## src/rtl/ahb_pkg.sv

```systemverilog
// Shared AHB encodings and arbiter constants used by the arbiter and its selector.
package ahb_pkg;

  typedef enum logic [1:0] {
    HT_IDLE   = 2'b00,
    HT_BUSY   = 2'b01,
    HT_NONSEQ = 2'b10,
    HT_SEQ    = 2'b11
  } htrans_e;

  typedef enum logic [2:0] {
    HB_SINGLE = 3'b000,
    HB_INCR   = 3'b001,
    HB_INCR4  = 3'b011
  } hburst_e;

  typedef enum logic [1:0] {
    ARB    = 2'b00,
    BURST  = 2'b01,
    LOCKED = 2'b10
  } arb_state_e;

  localparam int unsigned INCR4_BEATS = 4;

endpackage

```

## src/rtl/rr_select.sv

```systemverilog
// Combinational round-robin picker: first requester after ptr, wrapping modulo NUM_REQ.
module rr_select #(
  parameter int unsigned NUM_REQ = 4,
  parameter int unsigned PTR_W   = 3
) (
  input  logic [NUM_REQ-1:0] req,
  input  logic [PTR_W-1:0]   ptr,
  output logic [NUM_REQ-1:0] winner,
  output logic               valid
);

  always_comb begin
    winner = '0;
    valid  = 1'b0;
    // Offsets 1..NUM_REQ visit ptr+1 first and ptr itself last.
    for (int unsigned k = 1; k <= NUM_REQ; k++) begin
      for (int unsigned i = 0; i < NUM_REQ; i++) begin
        if (!valid && req[i] && (i == ((32'(ptr) + k) % NUM_REQ))) begin
          winner[i] = 1'b1;
          valid     = 1'b1;
        end
      end
    end
  end

endmodule

```

## src/rtl/ahb_arbiter.sv

```systemverilog
// Round-robin AHB arbiter: registered one-hot grant, address-phase owner index and lock flag.
module ahb_arbiter
  import ahb_pkg::*;
#(
  parameter int unsigned NUM_MASTERS    = 4,
  parameter int unsigned DEFAULT_MASTER = 0,
  parameter int unsigned MIDX_W         = 3
) (
  input  logic                   CLK_ARBITER,
  input  logic                   RESET_ARBITER,
  input  logic [NUM_MASTERS-1:0] HBUSREQ,
  input  logic [NUM_MASTERS-1:0] HLOCK,
  input  logic [1:0]             HTRANS,
  input  logic [2:0]             HBURST,
  input  logic                   HREADY,
  output logic [NUM_MASTERS-1:0] HGRANT,
  output logic [MIDX_W-1:0]      HMASTER,
  output logic                   HMASTLOCK
);

  localparam logic [NUM_MASTERS-1:0] DEFAULT_OH  = NUM_MASTERS'(1) << DEFAULT_MASTER;
  localparam logic [MIDX_W-1:0]      DEFAULT_IDX = MIDX_W'(DEFAULT_MASTER);

  arb_state_e state, state_nxt;
  logic [1:0]             beat_cnt, beat_nxt;
  logic [MIDX_W-1:0]      rr_ptr, ptr_nxt;
  logic [NUM_MASTERS-1:0] grant_nxt;
  logic [MIDX_W-1:0]      master_nxt;
  logic                   mlock_nxt;

  logic [NUM_MASTERS-1:0] win_oh, sel_oh;
  logic                   win_valid;
  logic [MIDX_W-1:0]      owner_idx, sel_idx;
  logic                   owner_lock, owner_req;
  logic                   is_idle, is_busy, is_nonseq, is_seq;
  logic                   is_single, is_incr4, is_incr;
  logic                   incr_hold, handover;

  rr_select #(
    .NUM_REQ (NUM_MASTERS),
    .PTR_W   (MIDX_W)
  ) u_rr_select (
    .req    (HBUSREQ),
    .ptr    (rr_ptr),
    .winner (win_oh),
    .valid  (win_valid)
  );

  assign sel_oh = win_valid ? win_oh : DEFAULT_OH;

  // HGRANT is one-hot, so masking avoids indexing by a wider index.
  assign owner_lock = |(HLOCK & HGRANT);
  assign owner_req  = |(HBUSREQ & HGRANT);

  assign is_idle   = (HTRANS == HT_IDLE);
  assign is_busy   = (HTRANS == HT_BUSY);
  assign is_nonseq = (HTRANS == HT_NONSEQ);
  assign is_seq    = (HTRANS == HT_SEQ);
  assign is_single = (HBURST == HB_SINGLE);
  assign is_incr4  = (HBURST == HB_INCR4);
  assign is_incr   = !is_single && !is_incr4;

  always_comb begin
    owner_idx = '0;
    sel_idx   = '0;
    for (int unsigned i = 0; i < NUM_MASTERS; i++) begin
      if (HGRANT[i]) owner_idx = MIDX_W'(i);
      if (sel_oh[i]) sel_idx   = MIDX_W'(i);
    end
  end

  // Grant may only move in ARB, outside a lock, and never on the edge that opens
  // an INCR4 burst or while an undefined-length burst is still streaming.
  assign incr_hold = is_incr && owner_req && (is_seq || is_busy);
  assign handover  = (state == ARB) && !owner_lock && !(is_nonseq && is_incr4) && !incr_hold;

  always_comb begin
    state_nxt  = state;
    beat_nxt   = beat_cnt;
    ptr_nxt    = rr_ptr;
    grant_nxt  = HGRANT;
    master_nxt = HMASTER;
    mlock_nxt  = HMASTLOCK;
    if (HREADY) begin
      master_nxt = owner_idx;
      mlock_nxt  = owner_lock;
      case (state)
        ARB: begin
          if (is_nonseq && is_incr4) begin
            state_nxt = BURST;
            beat_nxt  = 2'(INCR4_BEATS - 1);
          end else if (is_nonseq && is_single) begin
            state_nxt = ARB;
          end else if (owner_lock && !is_idle) begin
            state_nxt = LOCKED;
          end
        end
        BURST: begin
          if (is_seq) begin
            if (beat_cnt <= 2'd1) begin
              state_nxt = ARB;
              beat_nxt  = '0;
            end else begin
              beat_nxt = beat_cnt - 2'd1;
            end
          end else if (!is_busy) begin
            state_nxt = ARB;
            beat_nxt  = '0;
          end
        end
        LOCKED: begin
          if (!owner_lock && is_idle) state_nxt = ARB;
        end
        default: begin
          state_nxt = ARB;
          beat_nxt  = '0;
        end
      endcase
      if (handover) begin
        grant_nxt = sel_oh;
        ptr_nxt   = sel_idx;
      end
    end
  end

  always_ff @(posedge CLK_ARBITER) begin
    if (RESET_ARBITER) begin
      state     <= ARB;
      beat_cnt  <= '0;
      rr_ptr    <= DEFAULT_IDX;
      HGRANT    <= DEFAULT_OH;
      HMASTER   <= DEFAULT_IDX;
      HMASTLOCK <= 1'b0;
    end else begin
      state     <= state_nxt;
      beat_cnt  <= beat_nxt;
      rr_ptr    <= ptr_nxt;
      HGRANT    <= grant_nxt;
      HMASTER   <= master_nxt;
      HMASTLOCK <= mlock_nxt;
    end
  end

endmodule
```

## config.mk

```make
export PLATFORM = sky130hd
export DESIGN_NAME = ahb_arbiter
export DESIGN_NICKNAME = d
export VERILOG_FILES = /design/src/rtl/ahb_pkg.sv /design/src/rtl/rr_select.sv /design/src/rtl/ahb_arbiter.sv
export SDC_FILE = /design/constraint.sdc
export NUM_CORES = 1
export LEC_CHECK = 0
export CAP_MARGIN = 20
export CORE_MARGIN = 3
export CORE_UTILIZATION = 46
export DETAILED_ROUTE_END_ITERATION = 10
export PLACE_DENSITY = 0.8
export SLEW_MARGIN = 20
export SYNTH_ARGS = -nofsm -noshare
export SYNTH_HDL_FRONTEND = slang
export SYNTH_SLANG_ARGS = --single-unit
```

## constraint.sdc

```tcl
create_clock -name CLK_ARBITER -period 1.7 [get_ports CLK_ARBITER]
set_input_delay 0.34 -clock CLK_ARBITER [delete_from_list [all_inputs] [get_ports CLK_ARBITER]]
set_output_delay 0.34 -clock CLK_ARBITER [all_outputs]
set_load 0.05 [all_outputs]
```

==> results.json <==
{
  "floorplan.initialDensity_pct": 52.5,
  "io_buffers": 22,
  "p_per_area_mw_per_mm2": 687,
  "place_inst": 159,
  "end_kind": "register",
  "fill_cells": 145,
  "irDropWorstVdd_mv": 0.682,
  "postCtsHoldBufs": 0,
  "postSynthCellCount": 104,
  "ys_ff_latch": 13,
  "cts.sinks": 13,
  "hp-class": "reg2reg",
  "yosysTopAreaCell": "dfxtp_1",
  "synth_compound_area_share_pct": 30.3,
  "initialDrtViolationCount": 19,
  "grt_usage_pct": 22.6,
  "holdWs_ps": 485,
  "seq_area_frac_synth_pct": 30.5,
  "gp_congestion": 0.812,
  "wl_mm": 2.59,
  "dr.pass1.iters": 4,
  "grt_overflow_total": 0,
  "power_leakage_uw": 0.000520,
  "grt_pass1_vias": 897,
  "cp_slowest_cell": "clkdlybuf4s50_1",
  "die_h_um": 49.1,
  "route.detailed.drc": 0,
  "cts_tree": "built",
  "cp_data_required_time_ps": 1920,
  "syn_area_sq_um": 855,
  "drive_gt1_share_pct": 24.5,
  "core_area_sq_mm": 0.00163,
  "die_w_um": 49.1,
  "fmax_mhz": 603,
  "synth_top_family_by_area": "compound AO/OA/AOI/OAI gates",
  "n_antenna_cell": 0,
  "cp_data_arrival_time_ps": 1870,
  "grt_max_degree": 12,
  "grt_pass1_wl_mm": 4.27,
  "wl_per_cell_um": 15.9,
  "synth_top_area_share_pct": 30.5,
  "register_area_sq_um": 260,
  "crit_chain": "clkdlybuf4s50_1 -> and4bb_2 -> nand2_1 -> buf_4 -> a311oi_1 -> a41o_1",
  "r2r-start": "state[1]$_SDFFE_PP0P_",
  "worstPathMaxFanout": 4,
  "dp_hpwl_mm": 2.09,
  "drv_cap": 0,
  "clockBufferDepth": 2,
  "min_period_ps": 1660,
  "fin_crit_sh_pct": 97.5,
  "crit_start": "HTRANS[0]",
  "fin_skew_ps": 4.81,
  "crit_path_start_kind": "primary input",
  "synth-xor-area-share_pct": 1.02,
  "multi_input_area_sq_um": 542,
  "synth.distinct_cells": 38,
  "dieArea_sq_mm": 0.00241,
  "final_cell_count_no_fill": 163,
  "clk_root_buffer_cell": "clkbuf_4",
  "clk_pin_slew_worst_paths_ps": 70,
  "cts_max_level": 1,
  "critPathCapture": "HGRANT[3]$_SDFFE_PP0P_",
  "drv_slew": 0,
  "finalHoldViolCount": 0,
  "outcome": "completed",
  "syn2layout_area_growth_pct": 42.0,
  "synth-edff-count": 0,
  "final_nets": 156,
  "synth-adder-area-share_pct": 0,
  "async_reset_ff_share_pct": 0,
  "antenna_found_initial": 0,
  "rr_endpoint": "HGRANT[1]$_SDFFE_PP0P_",
  "synth_area_per_cell_sq_um": 8.22,
  "dominantRegCellSynth": "dfxtp_1",
  "vias": 948,
  "cpPeakStageDelay_ps": 480,
  "synthTopCellsByArea": "dfxtp_1 (30%), mux2i_1 (7.0%), a211oi_1 (4.4%)",
  "setup-tns-final_ps": 0,
  "routed_via_density": 5.82,
  "numCtsBuffers": 3,
  "clk_latency_ps": 270,
  "synth_nets": 120,
  "ant_nets": 0,
  "setup_viol": 0,
  "critPathKind": "in2reg",
  "ys_warn_count": 0,
  "rr_worst_depth": 4,
  "synth_simple_gate_area_share_pct": 22.8,
  "muxShareOfSynthArea_pct": 7.03,
  "ioPinCount": 24,
  "r2r_slack_ps": 140,
  "num_rows": 14
}
==> through the flow <==
stage,worst slack (ps),cell area (sq um),util [%],total power (uW)
2_1_floorplan,102,855,-,521
3_3_place_gp,-233,1170,71.8,631
3_5_place_dp,-301,1170,71.8,643
4_1_cts,0.552,1200,73.7,831
5_1_grt,-5.33,1210,74.5,878
6_report,42.6,1210,74.5,834
==> critical path, delay by kind of cell <==
| kind | cells | cell delay (ps) |
|---|---|---|
| AND/OR/NAND/NOR | 2 | 450 |
| buffers and inverters | 2 | 640 |
| AO/OA/AOI/OAI | 2 | 440 |
==> layout make-up <==
class	instances	area share [%]
clock buffers	4	2.16
inverters	8	2.47
multi-input cells	76	44.6
flip-flops and latches	13	21.4
well taps	24	2.47
repair buffers	38	26.8
==> worst min-delay path by stage <==
stage                                 start                 endpoint  slack [ps]  cells past startpoint
floorplan             state[1]$_SDFFE_PP0P_    state[1]$_SDFFE_PP0P_         490                      2
global placement     HMASTLOCK$_SDFFE_PP0P_   HMASTLOCK$_SDFFE_PP0P_         470                      2
detailed placement  HMASTER[0]$_SDFFE_PP0P_  HMASTER[0]$_SDFFE_PP0P_         480                      2
CTS                 HMASTER[0]$_SDFFE_PP0P_  HMASTER[0]$_SDFFE_PP0P_         490                      2
global route                         HREADY  HMASTER[0]$_SDFFE_PP0P_         530                      3
finish              HMASTER[0]$_SDFFE_PP0P_  HMASTER[0]$_SDFFE_PP0P_         490                      2
==> synth_stat cells, types with 2 or more instances <==
| library cell | count |
|---|---|
| dfxtp_1 | 13 |
| nor2_1 | 9 |
| inv_1 | 8 |
| nand2_1 | 8 |
| mux2i_1 | 6 |
| a211oi_1 | 5 |
| clkbuf_1 | 5 |
| a21oi_1 | 4 |
| a22o_1 | 4 |
| nand3_1 | 4 |
| o21ai_0 | 4 |
| a41o_1 | 3 |
| nand2b_1 | 3 |
| a311oi_1 | 2 |
| nor3_1 | 2 |
| o2111ai_1 | 2 |
==> state kept, by name, indices dropped and copies added (netlist names) <==
signal / cells
HGRANT: 4
rr_ptr: 2
beat_cnt: 2
HMASTER: 2
state: 2
HMASTLOCK: 1
==> cell families after synthesis <==
group           after synthesis
xor+xnor                      1
compound gates               33
simple gates                 35
mux                           6
other cells                   1
buf+inv                      15
flops                        13
==> repair_timing <==
action,4_1_cts,5_1_grt
pin swaps,1,2
setup endpoints to repair,4,7
gates cloned,0,0
gates resized for setup,1,3
buffers inserted,0,0
==> report_power, final <==
group	internal, uW	switching (uW)
clock	91.0	99.1
combinational	136	158
sequential	325	26.2
total	551	283
==> per-layer routing <==
layer	vias to the layer above	GRT usage, %	part of all wire, %	wire [um]
li1	466	-	-	-
met1	453	25.2	41	1070
met2	29	43.5	54	1390
met3	0	6.12	4.9	128
met4	0	1.42	0	0
met5	-	0	0	0
==> cells in the final DEF, fill, tap and decap left out, drive strengths merged <==
cell type	Yosys	layout
a41o	3	3
inv	8	8
clkdlybuf4s50	0	14
a31oi	1	1
a22oi	1	1
o311a	1	1
mux2i	6	6
a211oi	5	5
xor2	1	1
nor2	9	9
o221ai	1	1
a311oi	2	2
nor2b	1	1
nand2b	3	3
nor4	1	1
or4	1	1
dlymetal6s2s	0	1
buf	2	23
nor3	3	3
a21oi	4	4
nand3	4	4
o2111ai	2	2
o311ai	1	1
a311o	1	1
a32o	1	1
conb	1	1
and3	1	1
clkbuf	5	4
or3	1	1
and4bb	1	1
a211o	1	1
o21ai	4	4
nand2	8	8
or3b	2	2
a22o	5	5
dfxtp	13	13
(Power assumes the default switching activity.)
